`src/rtl/pipe_hazard_ctrl.sv`:
```
// pipe_hazard_ctrl: stall/freeze controller for the 5-stage MIPS pipeline.
// Generates pipeline-register enables from operand hazards (Tuse/Tnew),
// mult/div occupancy and data-memory wait states. Also provides a
// memory-timeout watchdog and saturating stall/freeze counters.
module pipe_hazard_ctrl #(
  parameter int MULT_CYCLES = 5,
  parameter int DIV_CYCLES  = 10,
  parameter int MEM_TIMEOUT = 64
) (
  input  logic        clk,
  input  logic        reset,
  input  logic [4:0]  D_rs_addr,
  input  logic [4:0]  D_rt_addr,
  input  logic [1:0]  D_tuse_rs,
  input  logic [1:0]  D_tuse_rt,
  input  logic        D_is_md,
  input  logic [4:0]  E_wa,
  input  logic [1:0]  E_tnew,
  input  logic [4:0]  M_wa,
  input  logic [1:0]  M_tnew,
  input  logic        E_md_start,
  input  logic        E_md_op,
  input  logic        M_mem_req,
  input  logic        M_mem_ready,
  output logic        PC_en,
  output logic        F2D_en,
  output logic        D2E_en,
  output logic        D2E_clr,
  output logic        E2M_en,
  output logic        M2W_en,
  output logic        md_busy,
  output logic        md_done,
  output logic        mem_err,
  output logic [31:0] stall_cycles,
  output logic [31:0] freeze_cycles
);

  localparam logic [7:0]  LP_MULT_LD = 8'(MULT_CYCLES);
  localparam logic [7:0]  LP_DIV_LD  = 8'(DIV_CYCLES);
  localparam logic [15:0] LP_TO_LAST = 16'(MEM_TIMEOUT - 1);

  logic [7:0]  r_md_cnt;
  logic        r_md_done;
  logic [15:0] r_frz_cnt;
  logic        r_mem_err;
  logic [31:0] r_stall_cycles;
  logic [31:0] r_freeze_cycles;

  logic w_freeze;
  logic w_cnt_nz;
  logic w_stall_rs;
  logic w_stall_rt;
  logic w_stall_md;
  logic w_stall;
  logic w_md_load;

  assign w_freeze = M_mem_req & ~M_mem_ready;
  assign w_cnt_nz = (r_md_cnt != 8'd0);

  // Operand hazards: a producer still further from forwardable than the
  // consumer can tolerate. Tuse = 3 exceeds every legal Tnew, so it never stalls.
  always_comb begin
    w_stall_rs = 1'b0;
    w_stall_rt = 1'b0;
    if (D_rs_addr != 5'd0) begin
      w_stall_rs = ((E_wa == D_rs_addr) && (E_tnew > D_tuse_rs)) ||
                   ((M_wa == D_rs_addr) && (M_tnew > D_tuse_rs));
    end
    if (D_rt_addr != 5'd0) begin
      w_stall_rt = ((E_wa == D_rt_addr) && (E_tnew > D_tuse_rt)) ||
                   ((M_wa == D_rt_addr) && (M_tnew > D_tuse_rt));
    end
  end

  assign w_stall_md = D_is_md & (w_cnt_nz | E_md_start);
  assign w_stall    = w_stall_rs | w_stall_rt | w_stall_md;

  // A start issued during a freeze waits; the frozen E stage keeps presenting it.
  assign w_md_load  = E_md_start & ~w_freeze & ~w_cnt_nz;

  // Enable decode: freeze beats stall; reset forces a free-running pipeline.
  always_comb begin
    PC_en   = 1'b1;
    F2D_en  = 1'b1;
    D2E_en  = 1'b1;
    D2E_clr = 1'b0;
    E2M_en  = 1'b1;
    M2W_en  = 1'b1;
    if (!reset) begin
      if (w_freeze) begin
        PC_en  = 1'b0;
        F2D_en = 1'b0;
        D2E_en = 1'b0;
        E2M_en = 1'b0;
        M2W_en = 1'b0;
      end else if (w_stall) begin
        PC_en   = 1'b0;
        F2D_en  = 1'b0;
        D2E_clr = 1'b1;
      end
    end
  end

  // Mult/div busy counter; keeps counting through a freeze since the unit
  // runs independently of the pipeline registers.
  always_ff @(posedge clk) begin
    if (reset) begin
      r_md_cnt  <= 8'd0;
      r_md_done <= 1'b0;
    end else begin
      r_md_done <= (r_md_cnt == 8'd1);
      if (w_md_load) begin
        r_md_cnt <= E_md_op ? LP_DIV_LD : LP_MULT_LD;
      end else if (w_cnt_nz) begin
        r_md_cnt <= r_md_cnt - 8'd1;
      end
    end
  end

  // Memory watchdog: counts consecutive freeze cycles, sets a sticky error.
  always_ff @(posedge clk) begin
    if (reset) begin
      r_frz_cnt <= 16'd0;
      r_mem_err <= 1'b0;
    end else if (w_freeze) begin
      if (r_frz_cnt == LP_TO_LAST) begin
        r_mem_err <= 1'b1;
      end
      if (r_frz_cnt != 16'hFFFF) begin
        r_frz_cnt <= r_frz_cnt + 16'd1;
      end
    end else begin
      r_frz_cnt <= 16'd0;
    end
  end

  // Saturating performance counters; a stall hidden under a freeze is not counted.
  always_ff @(posedge clk) begin
    if (reset) begin
      r_stall_cycles  <= 32'd0;
      r_freeze_cycles <= 32'd0;
    end else begin
      if (w_stall && !w_freeze && (r_stall_cycles != 32'hFFFF_FFFF)) begin
        r_stall_cycles <= r_stall_cycles + 32'd1;
      end
      if (w_freeze && (r_freeze_cycles != 32'hFFFF_FFFF)) begin
        r_freeze_cycles <= r_freeze_cycles + 32'd1;
      end
    end
  end

  assign md_busy       = w_cnt_nz & ~reset;
  assign md_done       = r_md_done;
  assign mem_err       = r_mem_err;
  assign stall_cycles  = r_stall_cycles;
  assign freeze_cycles = r_freeze_cycles;

endmodule

```
`config.mk`:
```
export PLATFORM = sky130hd
export DESIGN_NAME = pipe_hazard_ctrl
export DESIGN_NICKNAME = d
export VERILOG_FILES = /design/src/rtl/pipe_hazard_ctrl.sv
export SDC_FILE = /design/constraint.sdc
export NUM_CORES = 1
export LEC_CHECK = 0
export CAP_MARGIN = 20
export CELL_PAD_IN_SITES_DETAIL_PLACEMENT = 2
export CELL_PAD_IN_SITES_GLOBAL_PLACEMENT = 2
export CORE_AREA = 2 2 105 183
export CTS_BUF_LIST = sky130_fd_sc_hd__clkbuf_8 sky130_fd_sc_hd__clkbuf_16
export CTS_CLUSTER_SIZE = 30
export DETAILED_ROUTE_END_ITERATION = 10
export DIE_AREA = 0 0 107 185
export PLACE_DENSITY = 0.77
export REMOVE_ABC_BUFFERS = 1
export SLEW_MARGIN = 40
export SYNTH_ARGS = -nofsm -noshare
export SYNTH_HDL_FRONTEND = slang
export SYNTH_SLANG_ARGS = --single-unit
```
`constraint.sdc`:
```
create_clock -name clk -period 3.2 [get_ports clk]
set_clock_uncertainty 0.1 [all_clocks]
set_input_delay 0.8 -clock clk [delete_from_list [all_inputs] [get_ports clk]]
set_output_delay 0.8 -clock clk [all_outputs]
set_load 0.02 [all_outputs]
```
==> impl_metrics.py, run 1 <==
metrics = {
    "critical_path": {
        "max_stage_delay_ps": 560,
        "cp-end-kind": "primary output",
        "crit_slowest_cell": "or4_4",
        "critical-path-top-delay-family": "simple AND/OR/NAND/NOR gates",
        "worstSetupStartpointType": "input pin",
        "crit_arrival_ps": 2290,
        "crit_chain": "clkdlybuf4s15_2 -> or4_4 -> o22ai_1 -> and3_4 -> a21o_1 -> buf_6",
        "worstSetupPathType": "input pin to primary output",
        "required_ps": 2300,
        "worstPathMaxFanout": 3,
        "crit_buf_inv": 2,
    },
    "grt": {
        "antenna_found_initial": 0,
        "grt-ovfl-total": 0,
        "grt_pass1_vias": 5384,
        "grt_max_degree": 59,
        "track_usage_pct": 18.4,
        "grt_pass1_wl_mm": 28.6,
    },
    "layout": {
        "final_nets": 747,
        "design_area_um2": 6660,
        "area_growth_pct": 36.6,
        "drive_gt1_share_pct": 14.8,
        "diodes": 0,
        "final_util_pct": 36.2,
    },
    "timing": {
        "tns_ps": 0,
        "setup-violations-final": 0,
        "slew_violations": 0,
        "hold_ws_ps": 413,
        "tightestPinTransition_ps": 645,
        "fin_crit_ps": 3190,
        "slew_headroom_pct": 57.0,
        "period_share_pct": 99.6,
        "rsz0062_at_grt": "true",
        "fmax_mhz": 314,
        "hold_violations": 0,
    },
    "floorplan": {
        "ios": 108,
        "die_h_um": 185,
        "dieArea_um2": 19800,
        "rows": 66,
        "dieWidth_um": 107,
        "start_util_pct": 26.5,
        "core-area_um2": 18400,
    },
    "power_and_ir_drop": {
        "power_density_nw_per_um2": 439,
        "power_leakage_nw": 2.26,
        "power.total_w": 0.00292,
        "peakVddDrop_mv": 0.200,
    },
    "place": {
        "dp_hpwl_mm": 13.1,
        "dpl-instance-area_um2": 6250,
        "place.port_buffers": 107,
        "gp_congestion": 0.857,
    },
    "clocking": {
        "cts_max_level": 3,
        "path_clk_slew_ps": 70,
        "cts_tree": "done",
        "clock_path_buffers": 2,
        "cts_buffers": 9,
        "numClockSinks": 90,
        "clk_latency_ps": 350,
        "clock-root-buffer": "clkbuf_16",
    },
    "synth": {
        "syn_inst": 586,
        "ys_ff_latch": 90,
        "yosys.area.top_type": "dfxtp_1",
        "syn_area_um2": 4880,
        "synth_common_cells": "dfxtp_1 (90), nor2_1 (75), xnor2_1 (37), a21oi_1 (36), nand2_1 (36)",
        "ys_seq_area_share_pct": 36.9,
        "synthMostInstantiatedCell": "dfxtp_1",
        "async_reset_ff_share_pct": 0,
        "netlist_top_cells_area": "dfxtp_1 (37%), xnor2_1 (6.6%), nor2_1 (5.8%)",
        "synth-edff-count": 0,
        "avgSynthCellArea_um2": 8.32,
        "yosys_most_used_dff": "dfxtp_1",
        "ys_types": 49,
        "synth_top_area_share_pct": 36.9,
        "yosysWarnings": 0,
    },
    "drt": {
        "detail_route.first_pass.iterations": 4,
        "drc": 0,
        "via_count": 4825,
        "highest_layer": "met4",
        "final_antenna_net_count": 0,
        "wl_met3_um": 574,
        "wl_per_cell_um": 18.9,
        "drt-met1-wl_mm": 6.40,
        "drt-vias-per-instance": 5.13,
        "wl_mm": 17.8,
        "dr_wl_met2_mm": 10.3,
        "drt_iter0_drc": 141,
    },
    "worst_hold_path": {
        "hold_class": "register to register",
    },
    "job": {
        "drv_cap": 0,
    },
    "outcome": {
        "outcome": "finished, final reports clean",
    },
}
## sequential cells by signal (all words and copies together) (netlist names)
name and flops:
r_md_cnt 8, md_done 1, freeze_cycles 32, mem_err 1, r_frz_cnt 16, stall_cycles 32
## cells by family after synthesis
family	count (synthesis)	synth area share, %
AO/OA/AOI/OAI	79	9.67
buffers and inverters	47	4.67
flip-flops	90	36.9
XOR/XNOR	67	12.0
multiplexers	7	1.59
adder cells (fa/ha/maj)	14	3.59
AND/OR/NAND/NOR	282	31.5
## path summary, 6_finish.rpt
path                    startpoint          endpoint  slack [ps]  cells after the start
hold reg to reg   stall_cycles[21]  stall_cycles[21]         410                      2
setup / recovery      D_rt_addr[1]             PC_en          10                      6
setup reg to reg       r_md_cnt[7]   stall_cycles[8]         580                      8
hold / removal    stall_cycles[21]  stall_cycles[21]         410                      2
## area by class of cell
| type | count | area, um^2 |
|---|---|---|
| fill | 2055 | 11800 |
| multi-input combinational | 449 | 3030 |
| sequential | 90 | 1800 |
| timing repair buffer | 131 | 1170 |
| tap | 238 | 298 |
| clock buffer | 10 | 239 |
| inverter | 17 | 73.8 |
| clock inverter | 6 | 48.8 |
## layout by cell type, fill, tap and decap left out, drive strengths merged, types with 7 or more instances in the layout
master / synthesis / final
o21ai: 15 / 15
and4: 12 / 12
a21oi: 36 / 36
xnor2: 37 / 37
nor2: 75 / 75
ha: 14 / 14
and2: 7 / 7
nor4: 11 / 11
dfxtp: 90 / 90
and3: 12 / 12
clkdlybuf4s50: 0 / 72
clkbuf: 18 / 23
nor2b: 8 / 8
nand2: 37 / 37
nor3: 16 / 16
inv: 17 / 19
or3: 15 / 15
xor2: 30 / 30
buf: 12 / 36
or4: 16 / 16
nand4: 31 / 31
nand3: 30 / 30
o31ai: 14 / 14
## layer usage
metal  global-route usage, %  vias up
met1                    18.4     2407
met4                    6.03        0
met5                       0        -
li1                        -     2315
met3                    3.38       21
met2                    37.1       82
## report_power, final
part	switching, W	internal [W]	leakage [nW]
Clock	0.000496	0.000557	0.137
Combinational	0.000367	0.000290	1.40
Sequential	0.0000482	0.00117	0.727
## worst min-delay path, stage by stage, from the launching register on
cell and delay, ps:
dfxtp_1 340, o31ai_1 70, a21oi_1 60
## through the flow
stage               cells  setup slack (ps)
floorplan             556              -722
global placement      924              -975
detailed placement    924             -1090
CTS                   941             -42.1
global route          941             -64.9
finish                941              11.7
## repair_timing
item / CTS / global route
pin swaps: 19 / 18
endpoints found under the setup margin: 38 / 7
hold buffers: 0 / 0
gates resized for setup: 105 / 35
hold endpoints to repair: 0 / 0
buffers inserted: 1 / 0
Power figures use the tool's default switching activity.
==> inputs of run 2 (changes only) <==
--- a/constraint.sdc
+++ b/constraint.sdc
@@ -4,2 +4,2 @@
 set_output_delay 0.8 -clock clk [all_outputs]
-set_load 0.02 [all_outputs]
+set_load 0.005 [all_outputs]
==> run 2 against run 1 <==
The run now ends with setup timing left. Wire length grew 0.71%. Fmax is 1.5% lower. Critical path depth is 2 higher. Combinational power is 4.1% lower. Global-route usage shrank 0.13 points. Worst hold slack got worse by 19 ps. Cell area up 0.38%. Non-clock buffer count rose by 3. Register-to-register slack worse by 80 ps. First-iteration DRC count fell by 17%. Count of clock-buffer cells in the layout decreased by 1. Total power shrank 2.1%. Critical path type unchanged. Largest cell class unchanged.
==> impl_metrics.py, run 2 (same netlist as run 1, synthesis figures left out) <==
metrics = {
    "power_and_ir_drop": {
        "seqPwrFrac_pct": 42.7,
        "power_density_nw_per_um2": 428,
        "power_leakage_nw": 2.27,
        "switching_share_pct": 30.7,
        "pwr-share-comb_pct": 22.0,
        "pwr-share-clk_pct": 35.3,
        "switchingPower_w": 0.000879,
        "peakVddDrop_mv": 0.219,
        "power.internal_w": 0.00198,
    },
    "layout": {
        "multi_input_area_um2": 3040,
        "final-seq-area_um2": 1800,
        "fillCellCount": 2079,
        "final_cells": 944,
        "design_area_um2": 6690,
        "layout_commonest_cell": "dfxtp_1",
        "layout_common_cells": "dfxtp_1 (90), nor2_1 (75), clkdlybuf4s50_1 (75)",
        "final_nets": 750,
        "area_growth_pct": 37.1,
        "diodes": 0,
        "drive_gt1_share_pct": 15.0,
    },
    "timing": {
        "fin_crit_ps": 3240,
        "slew_headroom_pct": 55.0,
        "slew_violations": 0,
        "tightestPinTransition_ps": 675,
        "rsz0062_at_grt": "true",
        "period_share_pct": 101,
        "fmax_mhz": 309,
        "hold_ws_ps": 395,
        "setup-violations-final": 2,
        "fin_ws_ps": -36.1,
        "hold_violations": 0,
    },
    "clocking": {
        "clk_latency_ps": 340,
        "numClockSinks": 90,
        "cts_buffers": 9,
        "clock_path_buffers": 2,
        "cts_tree": "done",
        "cts_max_level": 3,
        "clock-root-buffer": "clkbuf_16",
        "path_clk_slew_ps": 70,
    },
    "grt": {
        "grt-ovfl-total": 0,
        "grt_pass1_wl_mm": 28.4,
        "grt_pass1_vias": 5403,
        "track_usage_pct": 18.3,
        "grt_max_degree": 62,
        "antenna_found_initial": 0,
    },
    "critical_path": {
        "required_ps": 2300,
        "cp-end-kind": "primary output",
        "worstSetupPathType": "input pin to primary output",
        "reg2reg_setup_slack_ps": 500,
        "crit_chain": "dlygate4sd2_1 -> buf_4 -> xor2_1 -> nor4_2 -> o22ai_1 -> and3_4 -> a21o_1 -> buf_2",
        "worstSetupStartpointType": "input pin",
        "worstPathMaxFanout": 3,
        "max_stage_delay_ps": 360,
        "crit_arrival_ps": 2340,
        "crit_slowest_cell": "nor4_2",
    },
    "drt": {
        "wl_per_cell_um": 19.0,
        "drc": 0,
        "final_antenna_net_count": 0,
        "detail_route.first_pass.iterations": 4,
        "via_count": 4850,
        "drt-vias-per-instance": 5.14,
        "drt_iter0_drc": 117,
        "wl_mm": 17.9,
    },
    "place": {
        "dp_slack_ps": -948,
        "dp.cells": 923,
        "dpl-instance-area_um2": 6240,
        "place.port_buffers": 107,
        "gp_congestion": 0.839,
        "dp_hpwl_mm": 13.3,
    },
    "worst_hold_path": {
        "hold_class": "register to register",
    },
    "outcome": {
        "violations": "setup timing",
        "outcome": "finished with violations",
    },
    "floorplan": {
        "start_util_pct": 26.5,
        "dieArea_um2": 19800,
        "core-area_um2": 18400,
        "dieWidth_um": 107,
        "die_h_um": 185,
        "rows": 66,
        "ios": 108,
    },
    "job": {
        "drv_cap": 0,
    },
}
## run 2: metal layers
metal  vias up  share of wire, %  global-route usage (%)
met4         0               2.0                    7.32
li1       2328                 -                       -
met1      2426                36                    17.4
met5         -                 0                       0
met2        77                59                    37.8
met3        19               2.9                    2.57
## run 2: worst max-delay path: cells and delay by family
family	cells	cell delay, ps
compound gates	2	290
simple gates	2	550
xor+xnor	1	160
buf+inv	3	520
## run 2: final cells by class
class	instances	share of cell area (%)
Inverter	17	1.14
Clock buffer	9	3.37
Timing Repair Buffer	134	17.8
Tap cell	238	4.45
Sequential cell	90	26.9
Multi-Input combinational cell	449	45.5
Clock inverter	7	0.786
## run 2: repair_timing
action / in CTS / in global routing
setup buffers: 2 / 3
resized for setup: 93 / 36
hold buffers: 0 / 0
endpoints found under the setup margin: 35 / 8
pin swaps: 20 / 17
## run 2: metrics by stage
step	power (W)	TNS [ps]	util, %
floorplan	0.00156	-1750	-
global placement	0.00180	-15380	33.9
detailed placement	0.00185	-20310	33.9
CTS	0.00289	0	36.1
global route	0.00301	-408	36.3
finish	0.00286	-72.3	36.3
## run 2: path summary, 6_finish.rpt
check,depth (start not counted),to,from
max reg2reg,8,stall_cycles[8],r_md_cnt[5]
min reg2reg,2,mem_err,mem_err
max,8,PC_en,M_wa[0]
min,2,mem_err,mem_err
## run 2: power groups by stage
stage,Sequential [W],Combinational [W],Clock (W)
3_5_place_dp,0.00125,0.000596,0
2_1_floorplan,0.00123,0.000330,0
6_report,0.00122,0.000630,0.00101
4_1_cts,0.00122,0.000620,0.00104
5_1_grt,0.00123,0.000694,0.00108
3_3_place_gp,0.00124,0.000551,0
